--- config.mk ---
export PLATFORM = sky130hd
export DESIGN_NAME = disk_track_loader
export DESIGN_NICKNAME = d
export VERILOG_FILES = /design/src/rtl/disk_pkg.sv /design/src/rtl/sd_sector_seq.sv /design/src/rtl/disk_track_loader.sv
export SDC_FILE = /design/constraint.sdc
export NUM_CORES = 1
export LEC_CHECK = 0
export ABC_AREA = 1
export ABC_CLOCK_PERIOD_IN_PS = 5000
export CORE_MARGIN = 10
export CORE_UTILIZATION = 50
export CTS_CLUSTER_DIAMETER = 50
export DETAILED_ROUTE_END_ITERATION = 16
export PLACE_DENSITY = 0.75
export SLEW_MARGIN = 20
export SYNTH_ARGS = -nofsm -noshare
export SYNTH_HDL_FRONTEND = slang
export SYNTH_HIERARCHICAL = 1
export SYNTH_SLANG_ARGS = --single-unit
--- constraint.sdc ---
create_clock -name clk_sys -period 5 [get_ports clk_sys]
set_input_delay 0.5 -clock clk_sys [delete_from_list [all_inputs] [get_ports clk_sys]]
set_output_delay 0.5 -clock clk_sys [all_outputs]
set_load 0.02 [all_outputs]
--- src/rtl/disk_pkg.sv ---
// Shared types and helpers for the multi-drive disk track loader.
package disk_pkg;

    typedef enum logic [1:0] {
        IDLE  = 2'd0,
        LOAD  = 2'd1,
        FLUSH = 2'd2
    } state_t;

    localparam int SECTOR_BYTES = 512;
    localparam int LBA_MAX_W    = 64;

    // First SD sector of a track; full-width product so large tracks never wrap.
    function automatic logic [LBA_MAX_W-1:0] track_lba(input logic [31:0] track,
                                                       input int unsigned secs);
        return LBA_MAX_W'(track) * LBA_MAX_W'(secs);
    endfunction

endpackage

--- src/rtl/sd_sector_seq.sv ---
// Ack-edge sequencer for one multi-sector SD transfer: walks the LBA and the slot
// sector index, and drops the request once the last sector's ack has risen.
module sd_sector_seq #(
    parameter int SECS  = 13,
    parameter int LBA_W = 32,
    parameter int SEC_W = 4
) (
    input  logic             clk_sys,
    input  logic             reset,
    input  logic             en,
    input  logic             start,
    input  logic [LBA_W-1:0] start_lba,
    input  logic             ack,
    output logic [LBA_W-1:0] lba,
    output logic [SEC_W-1:0] sec,
    output logic             req,
    output logic             fall,
    output logic             done
);

    logic ack_q;
    logic rise;

    assign rise = en & ack & ~ack_q;
    assign fall = en & ~ack & ack_q;
    assign done = fall & ~req;

    always_ff @(posedge clk_sys or posedge reset) begin
        if (reset) begin
            ack_q <= 1'b0;
            lba   <= '0;
            sec   <= '0;
            req   <= 1'b0;
        end else begin
            ack_q <= ack;
            if (start) begin
                lba <= start_lba;
                sec <= '0;
                req <= 1'b1;
            end else begin
                if (rise) begin
                    lba <= lba + LBA_W'(1);
                    if (sec == SEC_W'(SECS - 1))
                        req <= 1'b0;
                end
                if (fall)
                    sec <= sec + SEC_W'(1);
            end
        end
    end

endmodule

--- src/rtl/disk_track_loader.sv ---
// Streams each drive's requested track from the HPS SD interface into that drive's
// track RAM slot. Dirty-slot write-back is enabled by DISK_TRACK_LOADER_WRITEBACK_EN.
module disk_track_loader
    import disk_pkg::*;
#(
    parameter int DRIVES         = 2,
    parameter int SECS_PER_TRACK = 13,
    parameter int TRACK_BITS     = 6,
    parameter int LBA_W          = 32,
    localparam int DRV_W         = (DRIVES > 1) ? $clog2(DRIVES) : 1,
    localparam int SEC_W         = $clog2(SECS_PER_TRACK)
) (
    input  logic                         clk_sys,
    input  logic                         reset,
    input  logic [DRIVES*TRACK_BITS-1:0] track_req,
    input  logic [DRIVES-1:0]            img_mounted,
    input  logic [DRIVES-1:0]            img_present,
    input  logic [DRIVES-1:0]            track_dirty,
    output logic [LBA_W-1:0]             sd_lba,
    output logic [DRIVES-1:0]            sd_rd,
    output logic [DRIVES-1:0]            sd_wr,
    input  logic [DRIVES-1:0]            sd_ack,
    output logic [DRV_W-1:0]             ram_drive,
    output logic [SEC_W-1:0]             ram_sec,
    output logic [DRIVES-1:0]            dirty_clr,
    output logic                         cpu_wait,
    output logic                         busy
);

`ifdef DISK_TRACK_LOADER_WRITEBACK_EN
    localparam bit WB_EN = 1'b1;
`else
    localparam bit WB_EN = 1'b0;
`endif

    state_t state, state_n;
    logic [DRV_W-1:0]                   drv;
    logic [DRIVES-1:0]                  valid, mnt_pend, pending;
    logic [DRIVES-1:0][TRACK_BITS-1:0]  trq, cur_track;
    logic [DRV_W-1:0]                   sel;
    logic                               any_pend, flush_need;
    logic                               take, relatch, wait_set, seq_start;
    logic [LBA_W-1:0]                   start_lba;
    logic                               seq_req, seq_fall, seq_done;

    assign trq       = track_req;
    assign busy      = (state != IDLE);
    assign ram_drive = drv;

    always_comb begin
        pending  = '0;
        sel      = '0;
        any_pend = 1'b0;
        for (int d = 0; d < DRIVES; d++)
            pending[d] = ~valid[d] | (trq[d] != cur_track[d]);
        for (int d = DRIVES - 1; d >= 0; d--) begin
            if (pending[d]) begin
                sel      = DRV_W'(d);
                any_pend = 1'b1;
            end
        end
        flush_need = WB_EN & valid[sel] & track_dirty[sel] & img_present[sel];
    end

    always_comb begin
        state_n   = state;
        take      = 1'b0;
        relatch   = 1'b0;
        wait_set  = 1'b0;
        seq_start = 1'b0;
        start_lba = '0;
        case (state)
            IDLE: begin
                if (any_pend) begin
                    if (flush_need) begin
                        // Write back the old track before the slot is overwritten.
                        state_n   = FLUSH;
                        seq_start = 1'b1;
                        start_lba = LBA_W'(track_lba(32'(cur_track[sel]), SECS_PER_TRACK));
                    end else begin
                        take = 1'b1;
                        if (img_present[sel]) begin
                            state_n   = LOAD;
                            seq_start = 1'b1;
                            wait_set  = 1'b1;
                            start_lba = LBA_W'(track_lba(32'(trq[sel]), SECS_PER_TRACK));
                        end
                    end
                end
            end
            LOAD: begin
                if (seq_done)
                    state_n = IDLE;
            end
            FLUSH: begin
                if (seq_done) begin
                    relatch   = 1'b1;
                    state_n   = LOAD;
                    seq_start = 1'b1;
                    wait_set  = 1'b1;
                    start_lba = LBA_W'(track_lba(32'(trq[drv]), SECS_PER_TRACK));
                end
            end
            default: state_n = IDLE;
        endcase
    end

    always_comb begin
        sd_rd = '0;
        sd_wr = '0;
        for (int d = 0; d < DRIVES; d++) begin
            sd_rd[d] = (state == LOAD)  & seq_req & (drv == DRV_W'(d));
            sd_wr[d] = (state == FLUSH) & seq_req & (drv == DRV_W'(d)) & WB_EN;
        end
    end

    always_ff @(posedge clk_sys or posedge reset) begin
        if (reset) begin
            state     <= IDLE;
            drv       <= '0;
            valid     <= '0;
            mnt_pend  <= '0;
            cur_track <= '0;
            cpu_wait  <= 1'b0;
            dirty_clr <= '0;
        end else begin
            state     <= state_n;
            dirty_clr <= '0;
            if (state == IDLE && any_pend)
                drv <= sel;
            if (take) begin
                cur_track[sel] <= trq[sel];
                valid[sel]     <= 1'b1;
            end
            if (relatch) begin
                cur_track[drv] <= trq[drv];
                valid[drv]     <= 1'b1;
                dirty_clr[drv] <= 1'b1;
            end
            if (wait_set)
                cpu_wait <= 1'b0 | 1'b1;
            else if (state == LOAD && seq_fall)
                cpu_wait <= 1'b0;
            // A remount invalidates the slot; this overrides a same-cycle latch above.
            for (int d = 0; d < DRIVES; d++) begin
                if (img_mounted[d])
                    mnt_pend[d] <= 1'b1;
                else if (mnt_pend[d]) begin
                    mnt_pend[d] <= 1'b0;
                    valid[d]    <= 1'b0;
                end
            end
        end
    end

    sd_sector_seq #(
        .SECS  (SECS_PER_TRACK),
        .LBA_W (LBA_W),
        .SEC_W (SEC_W)
    ) u_seq (
        .clk_sys   (clk_sys),
        .reset     (reset),
        .en        (state != IDLE),
        .start     (seq_start),
        .start_lba (start_lba),
        .ack       (sd_ack[drv]),
        .lba       (sd_lba),
        .sec       (ram_sec),
        .req       (seq_req),
        .fall      (seq_fall),
        .done      (seq_done)
    );

endmodule
==> results.py <==
metrics = {
    "synthesis": {
        "yosysTopAreaCellShare_pct": 34.3,
        "syn_inst": 623,
        "avgSynthCellArea_um2": 6.68,
        "synth_top_family_by_area": "simple AND/OR/NAND/NOR gates",
        "synth_cell_types": 36,
        "synth.area.top_cells": "dfrtp_1, nand2_1, inv_1",
        "muxShareOfSynthArea_pct": 0,
        "yosys.area.top_type": "dfrtp_1",
        "synth-simple-area-share_pct": 38.2,
        "yosys_warnings": 6,
        "synth_area_um2": 4160,
        "synth_fa_ha_area_share_pct": 6.55,
        "seq_area_frac_synth_pct": 34.3,
        "synthXorXnorAreaFrac_pct": 2.52,
        "synth_compound_area_share_pct": 8.60,
        "ys_ff_latch": 57,
    },
    "placement": {
        "numPortBuffers": 60,
        "dpl_worst_slack_ps": 731,
        "place_area_um2": 4910,
        "routabilityCongestion": 0.915,
        "dp_cells": 800,
        "dp_hpwl_um": 8180,
    },
    "clock_tree": {
        "cts_root_buffer": "clkbuf_8",
        "hold_buffers": 0,
        "cts_buffer_depth": 2,
        "clock_latency_ps": 340,
        "cts-buffers-inserted": 9,
        "clk_pin_slew_ps": 60,
        "cts.sinks": 57,
        "htree_levels": 3,
        "post_cts_buffers": 0,
        "cts-resized-gates": 0,
        "tritoncts": "built",
    },
    "routing": {
        "routed_wirelength_um": 10700,
        "drc": 0,
        "vias_per_cell": 5.02,
        "drt.antenna.violating_nets": 0,
        "wl_per_cell_um": 13.1,
        "drtPass1Iterations": 5,
        "via_count": 4094,
        "detail_route.iter0.violations": 212,
    },
    "power_and_ir_drop": {
        "power_frac_seq_pct": 33.5,
        "power_frac_clock_pct": 19.0,
        "peakVddDrop_mv": 0.308,
        "total_leakage_power_nw": 2.49,
        "switching_share_pct": 43.7,
        "internal-power_mw": 1.47,
        "switching_power_mw": 1.14,
        "p_per_area_nw_per_um2": 508,
        "combPwrFrac_pct": 47.5,
    },
    "timing": {
        "fin_crit_sh_pct": 78.7,
        "rsz0062_at_grt": "false",
        "setup_slack_ps": 1060,
        "finClkSkew_ps": 7.12,
        "hold_slack_ps": 412,
        "setup-violations-final": 0,
        "tightest_slew_ps": 961,
        "hold_viol": 0,
        "period_minus_slack_ps": 3940,
        "report.final.slew_viol_count": 0,
        "max-slew-margin-rel_pct": 35.9,
        "finalSetupTns_ps": 0,
        "fmax_mhz": 254,
    },
    "layout": {
        "instances_no_fill": 816,
        "layout.area.seq_um2": 1430,
        "antenna-diode-count": 0,
        "drive_gt1_share_pct": 7.74,
        "multi_input_area_um2": 2420,
        "final_common_cell": "nand2_1",
        "final_cell_mix": "nand2_1, inv_1, nor2_1, clkdlybuf4s50_1, dfrtp_1",
        "stdcell_area_um2": 5140,
        "fill_cells": 775,
        "fin_nets": 748,
        "areaGrowthSynthToFinish_pct": 23.4,
    },
    "worst_setup_path": {
        "timing.critical_path.mode_cell": "nand2_1",
        "cpPeakStageDelay_ps": 520,
        "crit_required_ps": 5220,
        "cp.arrival_ps": 4150,
        "slowest_stage": "clkdlybuf4s50_1",
        "start_kind": "primary input",
        "cp_max_fo": 11,
        "crit_type": "in2reg",
        "r2r_setup_slack_ps": 1380,
        "crit_chain": "clkdlybuf4s50_1 > inv_1 > a21boi_0 > nand2_1 > nor2_1 > nand2_1 > nand2_2 > nand2_1 > o21ai_2 > ha_1 > inv_1 > fa_1 > fa_1 > o21ai_0 > nand2_1 > nand2_1 > a21o_1 > nand2_1 > nand2_1 > nor2_1 > nand2_1 > nand3_1",
        "endpoint_kind": "flip-flop",
    },
    "job": {
        "max-cap-violations": 0,
    },
    "floorplan": {
        "die_w_um": 111,
        "fp.coreArea_um2": 8180,
        "die_h_um": 111,
        "ios": 67,
        "initial_utilization_pct": 50.9,
        "fp-row-count": 33,
        "die_area_um2": 12400,
    },
    "global_route": {
        "antenna_found_initial": 0,
        "grt_use_total_pct": 17.4,
        "first_global_vias": 3978,
        "grt_util_met2_pct": 29.1,
        "met1_usage_pct": 20.8,
        "use_met3_pct": 4.98,
        "grt_pass1_wl_um": 18300,
        "grt_max_degree": 39,
        "busiest_layer": "met2",
        "overflow": 0,
    },
    "min_path": {
        "hold_path_class": "reg2reg",
    },
    "run_status": {
        "run_status": "finished clean",
    },
}
## kinds of logic (layout without fill, tap and decap cells)
family / Yosys count / in the layout
other cells: 1 / 26
fa+ha+maj: 20 / 20
compound gates: 61 / 61
flops: 57 / 57
buf+inv: 98 / 161
simple gates: 374 / 374
xor+xnor: 12 / 12
## metal layers
layer  vias up  wire, um
met3        14       698
met5         -         0
met4         0       155
met1      1897      4750
met2       104      5110
li1       2079         -
## worst paths after layout
| path | start | end | depth (start not counted) |
|---|---|---|---|
| setup / recovery | track_req[11] | u_seq/lba[9]$_DFFE_PP0P_ | 22 |
| max in group asynchronous | reset | mnt_pend[0]$_DFF_PP0_ | 2 |
| setup reg to reg | cur_track[3]$_DFFE_PP0P_ | u_seq/lba[9]$_DFFE_PP0P_ | 21 |
| hold reg to reg | mnt_pend[1]$_DFF_PP0_ | valid[1]$_DFF_PP0_ | 1 |
| min in group asynchronous | reset | u_seq/lba[30]$_DFFE_PP0P_ | 3 |
| hold / removal | mnt_pend[1]$_DFF_PP0_ | valid[1]$_DFF_PP0_ | 1 |
## final cells by class
type | count | share of cell area (%)
clock buffers | 11 | 2.95
clock inverters | 5 | 1.51
inverters | 83 | 6.06
multi-input cells | 493 | 47.2
flip-flops and latches | 57 | 27.8
well taps | 105 | 2.56
repair buffers | 62 | 12.0
## cells in the mapped netlist, drive strengths merged
cell,instances
o21a,1
a21o,1
o21ai,32
nand2,218
a22oi,2
or2,1
ha,17
buf,13
conb,1
o211ai,2
clkbuf,2
dfrtp,57
a21oi,13
inv,83
o22ai,1
xor2,6
and2,2
a21boi,1
nand4,3
fa,3
nor2,93
nor3,4
o21bai,7
nand3,53
xnor2,6
a31oi,1
## stage by stage
step                      utilization [%]  power (mW)
after CTS                            62.8        2.63
final                                62.8        2.61
after global placement               60.0        2.07
after detailed placement             60.0        2.12
after floorplan                         -        1.62
after global routing                 62.8        2.82
## sequential cells by signal (all words and copies together) (netlist names)
signal       flops
u_seq/ack_q      1
ram_drive        1
valid            2
cpu_wait         1
cur_track       12
mnt_pend         2
u_seq/lba       32
state            1
u_seq/sec        4
u_seq/req        1
## critical path: cells and delay by family
kind                       cells  cell delay [ps]
AOI/OAI and AO/OA              4              690
adders and majority gates      3             1210
and+or+nand+nor               12             1090
buffers and inverters          3              680
## power groups by stage
stage / Sequential (mW) / Combinational [mW] / Clock (mW)
floorplan: 0.980 / 0.637 / 0
global placement: 0.868 / 1.21 / 0
detailed placement: 0.879 / 1.24 / 0
CTS: 0.875 / 1.25 / 0.509
global route: 0.904 / 1.38 / 0.534
finish: 0.873 / 1.24 / 0.497
Note: power is estimated with default switching activity, not from simulation.
